## src/rtl/uart_tx_framer_if.sv

```systemverilog
// ---------------------------------------------------------------------------
// uart_tx_framer_if
//   Parallel-word handshake between an upstream word source and the UART
//   transmit framer.
//   tx_data  : word to transmit (DATA_WIDTH bits), held by the source until accepted
//   tx_valid : source has a word available
//   tx_ready : framer is idle and will accept the word on the next clk edge
//   master   : word source side
//   slave    : framer side
// ---------------------------------------------------------------------------
interface uart_tx_framer_if #(
   parameter int DATA_WIDTH = 8
);
   logic [DATA_WIDTH-1:0] tx_data;
   logic                  tx_valid;
   logic                  tx_ready;

   modport master (output tx_data, output tx_valid, input tx_ready);
   modport slave  (input tx_data, input tx_valid, output tx_ready);
endinterface

```

## src/rtl/uart_tx_framer.sv

```systemverilog
// ---------------------------------------------------------------------------
// uart_tx_framer
//   UART transmit framer. Takes one parallel word per valid/ready handshake
//   and shifts it out LSB-first as: start bit, DATA_WIDTH data bits, optional
//   parity bit, STOP_BITS stop bits. The line idles high.
// Ports
//   clk   : clock, rising edge
//   rst_n : asynchronous reset, active-low (drops any frame in flight)
//   bus   : handshake (tx_data / tx_valid in, tx_ready out)
//   tx    : serial line, driven straight from a flop
//   busy  : a frame is in progress (complement of tx_ready)
// ---------------------------------------------------------------------------
module uart_tx_framer #(
   parameter int CLKS_PER_BIT = 868,
   parameter int DATA_WIDTH   = 8,
   parameter int PARITY_EN    = 0,
   parameter int PARITY_ODD   = 0,
   parameter int STOP_BITS    = 1
) (
   input  logic            clk,
   input  logic            rst_n,
   uart_tx_framer_if.slave bus,
   output logic            tx,
   output logic            busy
);
   localparam int BAUD_W = $clog2(CLKS_PER_BIT);
   localparam int BIT_W  = $clog2(DATA_WIDTH + 1);
   localparam logic [BAUD_W-1:0] BAUD_LAST = BAUD_W'(CLKS_PER_BIT - 1);
   localparam logic [BIT_W-1:0]  DATA_LAST = BIT_W'(DATA_WIDTH - 1);
   localparam logic [BIT_W-1:0]  STOP_LAST = BIT_W'(STOP_BITS - 1);

   typedef enum logic [2:0] {
      S_IDLE   = 3'd0,
      S_START  = 3'd1,
      S_DATA   = 3'd2,
      S_PARITY = 3'd3,
      S_STOP   = 3'd4
   } state_t;

   state_t                state_r;
   state_t                state_next_s;
   logic [BAUD_W-1:0]     baud_cnt_r;
   logic [BIT_W-1:0]      bit_cnt_r;
   logic [DATA_WIDTH-1:0] data_r;
   logic [DATA_WIDTH-1:0] data_next_s;
   logic                  parity_r;
   logic                  tx_r;
   logic                  tx_s;
   logic                  ready_r;
   logic                  ready_s;
   logic                  busy_r;
   logic                  bit_end_s;
   logic                  accept_s;

   // Parity of a whole word: even -> XOR of the bits, odd -> its complement.
   function automatic logic parity_bit(input logic [DATA_WIDTH-1:0] word);
      if (PARITY_ODD != 0) begin
         parity_bit = ~^word;
      end else begin
         parity_bit = ^word;
      end
   endfunction

   // ready_r is a pure decode of the registered state, so accept has no
   // combinational dependence beyond tx_valid AND a flop.
   assign accept_s  = bus.tx_valid & ready_r;
   assign bit_end_s = (baud_cnt_r == BAUD_LAST);

   assign bus.tx_ready = ready_r;
   assign tx           = tx_r;
   assign busy         = busy_r;

   // State register plus the registered line and handshake outputs.
   always_ff @(posedge clk or negedge rst_n) begin
      if (!rst_n) begin
         state_r <= S_IDLE;
         tx_r    <= 1'b1;
         ready_r <= 1'b1;
         busy_r  <= 1'b0;
      end else begin
         state_r <= state_next_s;
         tx_r    <= tx_s;
         ready_r <= ready_s;
         busy_r  <= ~ready_s;
      end
   end

   // Baud counter, bit/stop counter, shift register and latched parity.
   always_ff @(posedge clk or negedge rst_n) begin
      if (!rst_n) begin
         baud_cnt_r <= {BAUD_W{1'b0}};
         bit_cnt_r  <= {BIT_W{1'b0}};
         data_r     <= {DATA_WIDTH{1'b0}};
         parity_r   <= 1'b0;
      end else begin
         if ((state_r == S_IDLE) || bit_end_s) begin
            baud_cnt_r <= {BAUD_W{1'b0}};
         end else begin
            baud_cnt_r <= baud_cnt_r + BAUD_W'(1);
         end
         // bit_cnt counts data bits in DATA and stop bits in STOP; every
         // state change restarts it.
         if (state_next_s != state_r) begin
            bit_cnt_r <= {BIT_W{1'b0}};
         end else if (bit_end_s && ((state_r == S_DATA) || (state_r == S_STOP))) begin
            bit_cnt_r <= bit_cnt_r + BIT_W'(1);
         end else begin
            bit_cnt_r <= bit_cnt_r;
         end
         data_r <= data_next_s;
         // Parity comes from the word as accepted, since data_r is shifted away.
         if (accept_s) begin
            parity_r <= parity_bit(bus.tx_data);
         end else begin
            parity_r <= parity_r;
         end
      end
   end

   // Next-state and next shift-register contents.
   always_comb begin
      state_next_s = state_r;
      data_next_s  = data_r;
      case (state_r)
         S_IDLE: begin
            if (accept_s) begin
               state_next_s = S_START;
               data_next_s  = bus.tx_data;
            end else begin
               state_next_s = S_IDLE;
            end
         end
         S_START: begin
            if (bit_end_s) begin
               state_next_s = S_DATA;
            end else begin
               state_next_s = S_START;
            end
         end
         S_DATA: begin
            if (bit_end_s) begin
               data_next_s = {1'b0, data_r[DATA_WIDTH-1:1]};
               if (bit_cnt_r == DATA_LAST) begin
                  state_next_s = (PARITY_EN != 0) ? S_PARITY : S_STOP;
               end else begin
                  state_next_s = S_DATA;
               end
            end else begin
               state_next_s = S_DATA;
            end
         end
         S_PARITY: begin
            if (bit_end_s) begin
               state_next_s = S_STOP;
            end else begin
               state_next_s = S_PARITY;
            end
         end
         S_STOP: begin
            if (bit_end_s && (bit_cnt_r == STOP_LAST)) begin
               state_next_s = S_IDLE;
            end else begin
               state_next_s = S_STOP;
            end
         end
         default: begin
            state_next_s = S_IDLE;
         end
      endcase
   end

   // Output decode from the next state, so tx/tx_ready flops line up with state_r.
   always_comb begin
      tx_s    = 1'b1;
      ready_s = 1'b0;
      case (state_next_s)
         S_IDLE: begin
            tx_s    = 1'b1;
            ready_s = 1'b1;
         end
         S_START: begin
            tx_s = 1'b0;
         end
         S_DATA: begin
            tx_s = data_next_s[0];
         end
         S_PARITY: begin
            tx_s = parity_r;
         end
         S_STOP: begin
            tx_s = 1'b1;
         end
         default: begin
            tx_s    = 1'b1;
            ready_s = 1'b0;
         end
      endcase
   end
endmodule

```

## src/flat_wrapper.sv

```systemverilog
// flat-port wrapper written by rule: the top's interface ports become plain ports
module uart_tx_framer_flat 
#(
   parameter int CLKS_PER_BIT = 868,
   parameter int DATA_WIDTH   = 8,
   parameter int PARITY_EN    = 0,
   parameter int PARITY_ODD   = 0,
   parameter int STOP_BITS    = 1
)
  (clk, rst_n, tx, busy, bus_tx_data, bus_tx_valid, bus_tx_ready);
  uart_tx_framer_if #(.DATA_WIDTH(DATA_WIDTH)) bus_i ();
  input  logic clk;
  input  logic rst_n;
  output logic tx;
  output logic busy;
  input wire logic [$bits(bus_i.tx_data)-1:0] bus_tx_data;
  input wire logic [$bits(bus_i.tx_valid)-1:0] bus_tx_valid;
  output wire logic [$bits(bus_i.tx_ready)-1:0] bus_tx_ready;
  assign bus_i.tx_data = bus_tx_data;
  assign bus_i.tx_valid = bus_tx_valid;
  assign bus_tx_ready = bus_i.tx_ready;
  uart_tx_framer #(.CLKS_PER_BIT(CLKS_PER_BIT), .DATA_WIDTH(DATA_WIDTH), .PARITY_EN(PARITY_EN), .PARITY_ODD(PARITY_ODD), .STOP_BITS(STOP_BITS)) u_core (.clk(clk), .rst_n(rst_n), .bus(bus_i), .tx(tx), .busy(busy));
endmodule
```

## config.mk

```make
export PLATFORM = sky130hd
export DESIGN_NAME = uart_tx_framer_flat
export DESIGN_NICKNAME = d
export VERILOG_FILES = /design/src/rtl/uart_tx_framer_if.sv /design/src/rtl/uart_tx_framer.sv /design/src/flat_wrapper.sv
export SDC_FILE = /design/constraint.sdc
export NUM_CORES = 1
export LEC_CHECK = 0
export ABC_AREA = 1
export BUFFER_PORTS_ARGS = -buffer_cell sky130_fd_sc_hd__clkbuf_2
export CORE_MARGIN = 2
export CORE_UTILIZATION = 35
export CTS_CLUSTER_DIAMETER = 50
export CTS_CLUSTER_SIZE = 40
export DETAILED_ROUTE_END_ITERATION = 10
export GPL_TIMING_DRIVEN = 0
export PLACE_DENSITY_LB_ADDON = 0.12
export SLEW_MARGIN = 25
export SYNTH_ARGS = -nofsm -noshare
export SYNTH_HDL_FRONTEND = slang
export SYNTH_SLANG_ARGS = --single-unit
```

## constraint.sdc

```tcl
create_clock -name clk -period 2.4 [get_ports clk]
set_input_delay 0.36 -clock clk [delete_from_list [all_inputs] [get_ports clk]]
set_output_delay 0.36 -clock clk [all_outputs]
set_load 0.01 [all_outputs]
```

==> results of run 1 <==
[flip-flops by register name (all words and copies together), names as in the netlist]
signal	count
u_core.baud_cnt_r	10
u_core.data_r	8
u_core.bit_cnt_r	4
u_core.state_r	3
u_core.bus.tx_ready	1
u_core.busy	1
u_core.parity_r	1
u_core.tx	1
[cell families (layout without fill, tap and decap cells)]
family | after synthesis | after routing
fa+ha+maj | 3 | 3
xor+xnor | 9 | 9
buf+inv | 31 | 52
flops | 29 | 29
simple gates | 107 | 107
compound gates | 20 | 20
[cell usage in the layout, fill, tap and decap left out, types with 2 or more instances in the layout]
master	netlist	routed
o211ai_1	3	3
clkbuf_8	0	6
nand4_1	5	5
and3_1	2	2
nand2_2	5	5
o21ai_0	5	5
nor3_1	9	9
nand2_1	40	40
inv_2	4	4
nor2_4	3	3
ha_1	3	3
a21oi_1	4	4
o221ai_1	3	3
xor2_1	3	3
clkbuf_2	0	13
clkbuf_1	0	2
buf_4	2	2
dfrtp_1	27	27
nor2_1	23	23
dfstp_2	2	2
xnor2_1	6	6
o21ai_1	2	2
inv_1	24	24
nand3_1	16	16
[stage by stage]
stage               utilization (%)  instance area [sq um]  power, mW  worst slack, ns  cells
floorplan                         -                   1640      0.515            0.945    199
global placement               39.8                   1770      0.537            0.702    264
detailed placement             39.8                   1770      0.537            0.729    264
CTS                            41.8                   1860      0.953            0.714    272
global route                   41.8                   1860      0.980            0.403    272
finish                         41.8                   1860      0.941            0.732    272
[routing by layer]
metal / vias to the layer above / track usage [%] / routed length [um]
met3: 5 / 3.89 / 94
met5: - / 0 / 0
met4: 0 / 4.94 / 38
li1: 688 / - / -
met1: 594 / 17.6 / 1610
met2: 12 / 21.9 / 1370
[area by class of cell]
| class | instances | area [sq um] | share of cell area (%) |
|---|---|---|---|
| multi-input combinational | 139 | 782 | 42.1 |
| clock buffer | 8 | 90.1 | 4.85 |
| timing repair buffer | 13 | 65.1 | 3.50 |
| inverter | 29 | 111 | 6.00 |
| buffer | 2 | 15.0 | 0.809 |
| sequential | 29 | 728 | 39.2 |
| tap | 52 | 65.1 | 3.50 |
[worst max-delay path by stage]
| stage | end | cells past startpoint |
|---|---|---|
| 4_1_cts | u_core.data_r[5]$_DFFE_PN0P_ | 8 |
| 3_5_place_dp | u_core.data_r[5]$_DFFE_PN0P_ | 8 |
| 2_1_floorplan | u_core.bit_cnt_r[0]$_DFFE_PN0P_ | 9 |
| 5_1_grt | u_core.bit_cnt_r[0]$_DFFE_PN0P_ | 10 |
| 3_3_place_gp | u_core.bit_cnt_r[2]$_DFFE_PN0P_ | 10 |
| 6_report | u_core.data_r[5]$_DFFE_PN0P_ | 8 |
[worst register-to-register path: cells and delay by family (launching register included)]
| kind | cells | cell delay, ns |
|---|---|---|
| AND/OR/NAND/NOR | 5 | 0.78 |
| flip-flops | 1 | 0.39 |
| adder cells (fa/ha/maj) | 1 | 0.23 |
| buffers and inverters | 1 | 0.07 |
| AO/OA/AOI/OAI | 1 | 0.07 |
[power by group]
group / total (mW) / internal, mW / switching [mW]
clock network: 0.413 / 0.233 / 0.180
registers: 0.489 / 0.489 / 0
logic: 0.0382 / 0.0158 / 0.0224
total: 0.941 / 0.738 / 0.202
==> run summary, run 1 <==
The cell with the biggest individual delay on the critical path was dfrtp_1. Number of clock buffers inserted by TritonCTS: 5. In this run, the number of DRC markers left after iteration 0 of detailed routing was 54.

In the final routed layout, each cell accounts on average for 11.5 um. The logs give 3120 um for the total wire length after detailed routing and 4 for the number of search-and-repair iterations in the first detailed-routing pass. The worst register-to-register path has a depth of 8. For the initial antenna violation count, the log shows 0. Most numerous cell on the critical path: nand2_1. The H-tree was split into 2 levels. Count of synthesis-stage warnings from yosys: 0. TritonCTS built the clock tree. Each instance of the synthesized netlist takes up on average 8.22 sq um.

The worst path uses 69.5% of the clock period. Along the worst path, the maximum fanout reaches 6. The run gives 44.5% as the part of the Yosys area used for sequential elements.

The min-delay analysis places its worst path in the category in2async. Dominant cell type by area after synthesis: dfrtp_1. For this run, the total global-route usage over all layers was measured as 13.6%.

Die extent in y: 72.4 um. Fraction of final layout cells with drive strength greater than 1: 19.1%. For this design the static power due to leakage is 0.883 nW. The worst setup path is launched from a flop. The share of synthesized registers carrying an async set or reset came out at 100%.

The synthesized netlist contains 29 unique library cells. The logs give 0 for the number of hold-repair buffers added at the cts stage and 0.00529 ns for the worst clock skew. Data arrives at the worst endpoint at 1.82 ns. The dominant combinational cell family by area after synthesis was simple AND/OR/NAND/NOR gates. Post-CTS setup buffer count: 0.

The synthesized design contains 29 register bits. After detailed routing, the number of remaining DRC violations is 0. The fraction of the mapped netlist area in adder cells was 2.29%. On the worst path, the slowest cell contributes a delay of 0.39 ns. Detailed placement finished with a half-perimeter wire length of 2380 um. For the pin with the worst max-slew slack, the measured transition is 0.748 ns. Clock-pin slew was measured on the worst setup and hold paths at 0.06 ns. The number of cells upsized or downsized after cts was 0; the portion of synthesized cell area occupied by the leading cell type was 41.3%. The worst setup path is of the reg2reg kind.

Count of input and output buffers: 13. Across all hold checks on the routed design, the worst slack comes to 0.140 ns. The synthesized design contains 0 enable-type register cells. Total number of vias: 1299. The tool flagged a number of max-cap violations equal to 0.

Count of boundary I/O pins: 14. The flow ran to the end, and the final reports show no timing, DRC or antenna violations. The tools report the reg-to-reg critical path endpoint as u_core.data_r[5]$_DFFE_PN0P_. Walking the worst path, the cells encountered are ha_1 -> nand2_1 -> nor2_4 -> nand4_1 -> nand2_2 -> inv_1 -> nand2_1 -> o211ai_1.

The floorplan core area was 4440 sq um. The run gives 0 as the number of pins with negative max-slew slack in the final report. The count of nets left with antenna violations once routing finished came out at 0.

The number of buffer and inverter instances along the worst setup path was 1. The relative slew slack came out at 50.1%. The routed design could run at a clock period as short as 1.67 ns. The post-synth net total is 213, and the total overflow reported by the global router is 0. The worst register-to-register path begins at u_core.baud_cnt_r[0]$_DFF_PN0_. By area the synthesized netlist is led by dfrtp_1 41%, nand2_1 9.2%, inv_1 5.5%, nor2_1 5.3%, nand3_1 4.9%. For this run, the post-layout net count is 233.

The run gives 0 as the number of diodes. The floorplan has 24 rows. The cell at the root of the clock tree was clkbuf_8. Summed over all failing endpoints, the final setup total negative slack is 0 ns.

Share of the synthesized area in compound gates (AO/OA/AOI/OAI): 8.56%. The first global-routing pass estimated 5580 um of wire. The logs give 0.765 for the final estimated routing congestion in global placement and 475 for the layout filler cell count. The tools report the count of endpoints failing hold in the final timing report as 0.

The worst setup path is captured at a flop. Setup repair after global routing left no endpoint under its margin. The most instantiated library cell after synthesis is nand2_1. The commonest register cell after synthesis was dfrtp_1.

The largest net degree at the start of global routing was 30. For the clock insertion delay at the later pin of the skew report, the log shows 0.28 ns. The kind of cell with the highest combined delay along the critical path is simple AND/OR/NAND/NOR gates. The setup check on the worst reg-to-reg path leaves a slack of 0.73 ns.

The data required time of the critical path came out at 2.56 ns. The number of global-route vias before repair came out at 1261. For the post-synthesis instance area, the log shows 1640 sq um.

After detailed routing, the number of vias per cell comes to 4.78. The floorplan step defined a die boundary enclosing 5240 sq um. The xor/xnor share of the synthesized area is 4.82%, and the starting density of the core is 36.8%. The total of endpoints with negative setup slack in the final report was 0; the top achievable clock speed was 599 MHz. For the cell count after synthesis, the log shows 199. Of the total synthesized cell area, the portion taken by AND, OR, NAND and NOR gates is 32.1%.

In this run the power density over the cells is 507 nW/um^2. The portion of synthesized area spent on multiplexers is 0%. Launching instance or port of the critical path: u_core.baud_cnt_r[0]$_DFF_PN0_. The buffer depth of the longest clock path is 2.

In this run the horizontal extent of the chip is 72.4 um. The total clock sinks is 29, and the peak ir drop on the vdd network is 0.000257 V. Sorting the synthesized cells by how often they occur yields 40 x nand2_1, 27 x dfrtp_1, 24 x inv_1.

From synthesis to final layout, the design area changed by 13.5%.
Note: power is estimated with default switching activity, not from simulation.
==> inputs of run 2 (changes only) <==
ABC_AREA = 0   (was 1)
clock period = 1.7 ns   (was 2.4 ns; I/O delays follow)
==> run summary, run 2 <==
The count of endpoints failing hold in the final timing report came out at 0. The power per unit of standard cell area works out to 999 nW/um^2. The flow ran to the end, but the final reports show violations.

Mean routed wirelength per cell: 15.5 um. The critical path endpoint was u_core.bit_cnt_r[2]$_DFFE_PN0P_. Setup repair after global routing could not meet its margin everywhere. Across all layers, the routed design uses 1312 vias. Along the worst path, the maximum fanout reaches 5. By area the synthesized netlist is led by dfrtp_1 44%, xnor2_1 7.3%, a221o_1 4.5%, dfstp_2 3.4%, nor2_1 3.4%.

Average size of a mapped cell: 10.1 sq um. Total of flip-flops plus latches after synthesis: 29. The fraction of final layout cells with drive strength greater than 1 is 37.4%, and the area of the die is 4980 sq um. The relative slew slack is 52.8%. Hold timing on the final database bottoms out at a slack of 0.0160 ns.

After detailed placement, the total cell area comes to 1730 sq um. The tools report the number of hold-repair buffers added at the cts stage as 0. Most common cell after layout, fill and taps aside: dfrtp_1. In this run, synthesis inferred 0 flip-flops with an integrated enable. The number of search-and-repair iterations in the first detailed-routing pass is 5. For this run, the slowest stage of the critical path takes 0.50 ns. Between clock sinks in the finished design, the worst skew comes to 0.00417 ns. The depth of the worst register-to-register path is 4.

The final clock period utilization by the worst path is 124%, and the total wire length after detailed routing is 3750 um. The run gives 6330 um as the first-pass GRT wire length. The run gives -0.411 ns as the worst setup margin. The buffer depth of the longest clock path was 2; the initial antenna violation count was 0.

Number of antenna-violating nets in the routed design: 0. The launch point of the worst reg-to-reg path was u_core.baud_cnt_r[4]$_DFF_PN0_. In this run the tool buffered the top-level ports with 13 buffer cells. The Yosys step of the flow raised 0 warnings. The transition time at the pin with the least slew margin is 0.708 ns.

The largest registers in the layout are u_core.baud_cnt_r: 10 flops, u_core.data_r: 8 flops, u_core.bit_cnt_r: 4 flops. TritonCTS built the clock tree. The layout filler cell count is 413. The tools report the total clock sinks as 29. The commonest cells after synthesis are 27 x dfrtp_1, 14 x nor2_1, 13 x xnor2_1. Among the stages of the critical path, the cell type that occurs most often is or4_4. For this run, the leading register cell type out of synthesis is dfrtp_1.

Entering global routing, the biggest net connects 30 pins. Post-route standard cell area excluding fillers: 2090 sq um. The relative area change from synthesis to final layout is 34.6%.

The flip-flop count of the largest register, all copies and words added works out to 10. The starting density of the core was 35.9%; the final estimated routing congestion in global placement was 0.832. The clock insertion delay at the later pin of the skew report came out at 0.28 ns. The die is 70.6 um wide. The part of the Yosys area used for sequential elements was 47.0%.

Summed over all cells, the static leakage comes to 0.880 nW. The register-to-register path setup slack is -0.41 ns. For the top achievable clock speed, the log shows 474 MHz.

The launching element type of the critical path is a flop. The top register by number of flip-flops is u_core.baud_cnt_r. Number of standard cells in the layout, taps in and fillers out: 242.

The category of the most critical setup path was reg2reg. The checks that failed: setup timing. Global routing consumed, over all layers together, 15.9% of the routing resources. Row generation in the floorplan step produced 24 rows. The data required time of the critical path was 1.89 ns; the HPWL after detailed placement was 2310 um. The number of nets handed over by synthesis was 167. The cell area that synthesis handed to floorplanning was 1550 sq um. After technology mapping, the gate count stands at 153.

The count of unresolved DRC violations after routing was 0. Counting tap cells, the placed design contains a total of 218 instances. Number of pins with negative max-slew slack in the final report: 0. The peak ir drop on the vdd network is 0.000685 V, and the time the final worst path needs with I/O delays and setup is 2.11 ns. The share of synthesized area in the top cell type comes to 43.6%. Most instantiated library cell after synthesis: dfrtp_1.

After synthesis, the share of flip-flops with an asynchronous set or reset is 100%. Cell with the biggest individual delay on the critical path: or4_4. The die extent in y came out at 70.6 um. The H-tree generated during clock tree synthesis spans 2 levels. In this run the worst setup path begins at u_core.baud_cnt_r[4]$_DFF_PN0_. The dominant cell type by area after synthesis was dfrtp_1. After the last flow step, the layout net total stands at 203. After floorplanning, the core was sized to cover 4320 sq um. Dividing the detail-routed via count by the number of cells gives 5.42. Walking the worst path, the cells encountered are or3b_4 -> or4_4 -> or4_4 -> a221oi_2. The number of global-route vias before repair is 1379, and the number of diodes is 0. The tools report the number of clock buffers inserted by TritonCTS as 5.

STA puts the critical path data arrival time at 2.30 ns. The min-delay analysis places its worst path in the category in2async. For this run the aggregate overflow at the end of global routing stands at 0. Max-cap violations in this run came to 0. The top cell types in the final layout, fill and taps aside, are 26 x dfrtp_1, 19 x buf_4, 14 x nor2_1, 14 x clkbuf_2, 13 x xnor2_1. The tools report the distinct cell type count of the synthesized netlist as 40. Setup violations remaining at the end of the flow were counted as 27.

Initial detailed-routing violation count: 93. The tools report the cell at the root of the clock tree as clkbuf_8. The worst setup path is captured at a flop.

In this run the count of I/O pins placed on the die edge is 14. The worst register-to-register path ends at u_core.bit_cnt_r[2]$_DFFE_PN0P_. Clock transition time at the flip-flop clock pins of the worst setup and hold paths: 0.06 ns.
run 2: cells by family after synthesis:
kind of cell	after synthesis	share of synthesized area, %
flip-flops	29	47.0
AO/OA/AOI/OAI	29	15.2
XOR/XNOR	16	9.04
adder cells (fa/ha/maj)	3	2.42
buffers and inverters	15	3.87
AND/OR/NAND/NOR	61	22.5
run 2: worst min path at each step:
stage	from	endpoint	slack, ns	cells after the start
after floorplan	rst_n	u_core.baud_cnt_r[0]$_DFF_PN0_	-0.04	0
after global placement	rst_n	u_core.baud_cnt_r[4]$_DFF_PN0_	0.35	1
after detailed placement	rst_n	u_core.baud_cnt_r[4]$_DFF_PN0_	0.35	1
after CTS	rst_n	u_core.baud_cnt_r[4]$_DFF_PN0_	0.05	1
after global routing	rst_n	u_core.baud_cnt_r[4]$_DFF_PN0_	0.07	1
final	rst_n	u_core.baud_cnt_r[3]$_DFF_PN0_	0.02	1
run 2: through the flow:
step / power [mW] / TNS (ns) / util (%) / worst slack (ns)
after floorplan: 1.27 / -5.24 / - / -0.553
after global placement: 1.39 / -10.48 / 40.1 / -0.698
after detailed placement: 1.41 / -11.21 / 40.1 / -0.743
after CTS: 2.07 / -8.97 / 46.4 / -0.490
after global routing: 2.23 / -8.63 / 48.3 / -0.494
final: 2.08 / -6.45 / 48.3 / -0.411
run 2: power breakdown:
part           leakage [nW]  switching [mW]  internal, mW
Clock                0.0422           0.257         0.287
Sequential            0.373           0.113         0.849
Combinational         0.465           0.265         0.314
Total                 0.880           0.635          1.45
run 2: what timing repair did:
| action | 4_1_cts | 5_1_grt |
|---|---|---|
| setup endpoints to repair | 28 | 28 |
| buffers inserted | 15 | 3 |
| cloned | 0 | 1 |
| pin swaps | 8 | 7 |
| resized for setup | 17 | 12 |
run 2: worst max-delay path, delay by kind of cell, from the launching register on:
kind,cells,cell delay (ns)
and+or+nand+nor,3,1.39
AOI/OAI and AO/OA,1,0.24
DFF,1,0.40
run 2: per-layer routing:
| metal | track usage (%) | wire length [um] | share of wire (%) |
|---|---|---|---|
| met1 | 20.0 | 1660 | 44 |
| met2 | 26.2 | 1870 | 50 |
| met4 | 6.50 | 91 | 2.4 |
| met5 | 0 | 0 | 0 |
| met3 | 3.99 | 133 | 3.5 |
run 2: cell type report:
type	count	area (sq um)	share of cell area [%]
clock buffer	7	76.3	3.66
timing repair buffer	31	200	9.59
inverter	8	30.0	1.44
tap	52	65.1	3.12
multi-input combinational	110	940	45.0
clock inverter	1	5.00	0.240
sequential	29	729	35.0
buffer	4	41.3	1.98
==> inputs of run 3 (changes only) <==
CAP_MARGIN = 20   (was default)
CTS_CLUSTER_DIAMETER = default   (was 50)
GPL_TIMING_DRIVEN = default   (was 0)
==> run summary, run 3 (synthesized netlist as in run 2, its figures left out) <==
14 I/O pins were placed. The worst setup margin came out at -0.357 ns. The width of the chip was 70.6 um; the maximum cell stage delay along the critical path was 0.53 ns.

TritonCTS built the clock tree. The congestion estimate from routability-driven global placement came to 0.759. The critical path in this run is classified as reg2reg.

The logs give 0 for the total overflow reported by the global router and 0 for the number of antenna-violating nets in the routed design. Combinational logic burns 27.9% of the power. The cell that appears most often on the critical path is or4_4. The launching element type of the critical path was a flop.

Clock-pin slew was measured on the worst setup and hold paths at 0.07 ns. The number of pins with negative max-slew slack in the final report is 0, and the sequential cell fraction of total power is 40.7%. Count of endpoints failing hold in the final timing report: 0. The first detailed-routing pass ran for 4 iterations.

The library cell used most frequently in the layout, excluding fill and tap cells, is buf_4. The number of max-cap violations was 0. At the worst endpoint, the arrival time is 2.25 ns.

For the pin with the worst max-slew slack, the measured transition is 0.729 ns. The flip-flop count of the largest register, all copies and words added is 10, and the clock share of power is 31.4%. Grouping stages by cell kind, the critical path spends the most delay in simple AND/OR/NAND/NOR gates. The run gives 4980 sq um as the area of the die.

The final reports fail on setup timing. The final clock period utilization by the worst path came out at 121%. Summed over all cells, the static leakage comes to 1.06 nW. The logs give 1402 for the total number of vias and 0.000589 V for the peak ir drop on the vdd network. The cell sitting at the root of the clock tree is a clkbuf_8.

The via count normalized by instance count was 5.12; the worst clock skew was 0.00475 ns. The worst path in the final design needs a cycle of 2.06 ns, including I/O delays and setup. Number of clock buffers inserted by TritonCTS: 5. The run finished, with violations left. The mean routed wirelength per cell works out to 14.4 um. Cells with a size suffix above 1 make up 47.7% of the layout. The number of rows in the core area was 24; the total clock sinks was 29.

The worst min-delay path class was in2async. Headroom to the max-slew limit came out at 51.4%. The tools report the fraction of the core area covered by cells at the end of the flow as 54.7%. The critical-path maximum fanout came out at 4.

The count of input and output buffers was 13. The initial detailed-routing violation count is 48, and the power per unit of standard cell area is 983 nW/um^2. Entering global routing, the biggest net connects 30 pins. In the final layout, the registers with the most flip-flops are u_core.baud_cnt_r: 10 flops, u_core.data_r: 8 flops, u_core.bit_cnt_r: 4 flops. The first global-routing pass estimated 6600 um of wire. Detailed placement ended at an HPWL of 2630 um.

In this run the power spent charging and discharging nets is 673 uW. The run gives 3960 um as the total wire length after detailed routing. The switching part of the total came out at 28.9%. The floorplan step defined a core boundary enclosing 4320 sq um. Count of unresolved DRC violations after routing: 0. STA classifies the critical path endpoint as a flop. The tools report the total track usage as 16.6%.

The die is 70.6 um tall. For this run, the top clock speed supported by timing is 486 MHz. Before CTS, the worst setup slack after placement is -0.411 ns. The data required time of the critical path is 1.89 ns, and the internal power component is 1.65 mW. The tools report the number of global-route vias before repair as 1455. The tools report the buffer depth of the longest clock path as 2.

The total of endpoints with negative setup slack in the final report was 28. Ranked by flip-flop count, first place goes to u_core.baud_cnt_r. Initial antenna violation count: 0. The cell with the biggest individual delay on the critical path is or4_4.

The number of buffer and inverter instances along the worst setup path is 0. Number of diodes: 0. Setup repair after global routing could not meet its margin everywhere. The relative area change from synthesis to final layout was 52.7%. At the end of the flow, the number of nets in the layout was 235. For this configuration, the core starts out at a cell density of 35.9%.

Traced cell by cell, the critical path runs through or3b_4 -> or4_4 -> or4_4 -> a221oi_2. The top cell types in the final layout, fill and taps aside, are 45 x buf_4, 26 x dfrtp_1, 13 x nor2_1, 13 x xnor2_1, 13 x clkbuf_2. The clock reaches the later pin of the worst-skew pair after 0.28 ns. The maximum level of the CTS H-tree is 2.
[run 3: timing repair]
item	4_1_cts	5_1_grt
resized for setup	16	17
endpoints found under the setup margin	27	28
setup buffers	4	14
pin swaps	3	10
cloned	1	0
hold buffers	0	0
endpoints found under the hold margin	0	0
[run 3: area by class of cell]
cell class / count / area (sq um)
fill: 397 / 1960
multi-input combinational: 110 / 923
sequential: 29 / 729
timing repair buffer: 67 / 504
clock buffer: 5 / 68.8
tap: 52 / 65.1
clock inverter: 3 / 46.3
inverter: 8 / 30.0
[run 3: worst paths after layout]
path / from / to / slack [ns] / depth (start not counted)
max: u_core.baud_cnt_r[4]$_DFF_PN0_ / u_core.bit_cnt_r[3]$_DFFE_PN0P_ / -0.36 / 4
min in group clk: bus_tx_valid / u_core.parity_r$_DFFE_PN0P_ / 0.20 / 2
max in group asynchronous: rst_n / u_core.state_r[0]$_DFF_PN0_ / 1.17 / 1
min reg2reg: u_core.data_r[4]$_DFFE_PN0P_ / u_core.data_r[3]$_DFFE_PN0P_ / 0.52 / 1
max reg2reg: u_core.baud_cnt_r[4]$_DFF_PN0_ / u_core.bit_cnt_r[3]$_DFFE_PN0P_ / -0.36 / 4
min: rst_n / u_core.bit_cnt_r[2]$_DFFE_PN0P_ / 0.02 / 1
[run 3: power by group through the flow]
stage	Combinational [mW]	Sequential [mW]	Clock [mW]
6_report	0.649	0.948	0.730
3_3_place_gp	0.553	0.945	0
3_5_place_dp	0.568	0.952	0
5_1_grt	0.715	0.966	0.783
2_1_floorplan	0.317	0.952	0
4_1_cts	0.605	0.943	0.747
[run 3: per-stage QoR]
stage | power [mW] | cell area, sq um | std cells | setup TNS (ns) | hold WS (ns)
after floorplan | 1.27 | 1600 | 153 | -5.24 | -0.0406
after global placement | 1.50 | 1970 | 248 | -6.26 | 0.345
after detailed placement | 1.52 | 1970 | 248 | -6.91 | 0.364
after CTS | 2.29 | 2210 | 261 | -5.20 | 0.0573
after global routing | 2.46 | 2370 | 274 | -8.18 | 0.0968
final | 2.33 | 2370 | 274 | -5.83 | 0.0233
[run 3: worst register-to-register path: cells and delay by family, from the launching register on]
kind               cells  cell delay, ns
and+or+nand+nor        3            1.37
DFF                    1            0.37
AOI/OAI and AO/OA      1            0.23
[run 3: routing by layer]
| layer | global-route usage (%) | vias to the layer above | share of wire [%] | routed length [um] |
|---|---|---|---|---|
| met5 | 0 | - | 0 | 0 |
| met3 | 4.27 | 7 | 3.2 | 126 |
| met4 | 3.77 | 0 | 1.1 | 43 |
| met1 | 21.1 | 680 | 44 | 1730 |
| li1 | - | 696 | - | - |
| met2 | 28.6 | 19 | 52 | 2060 |
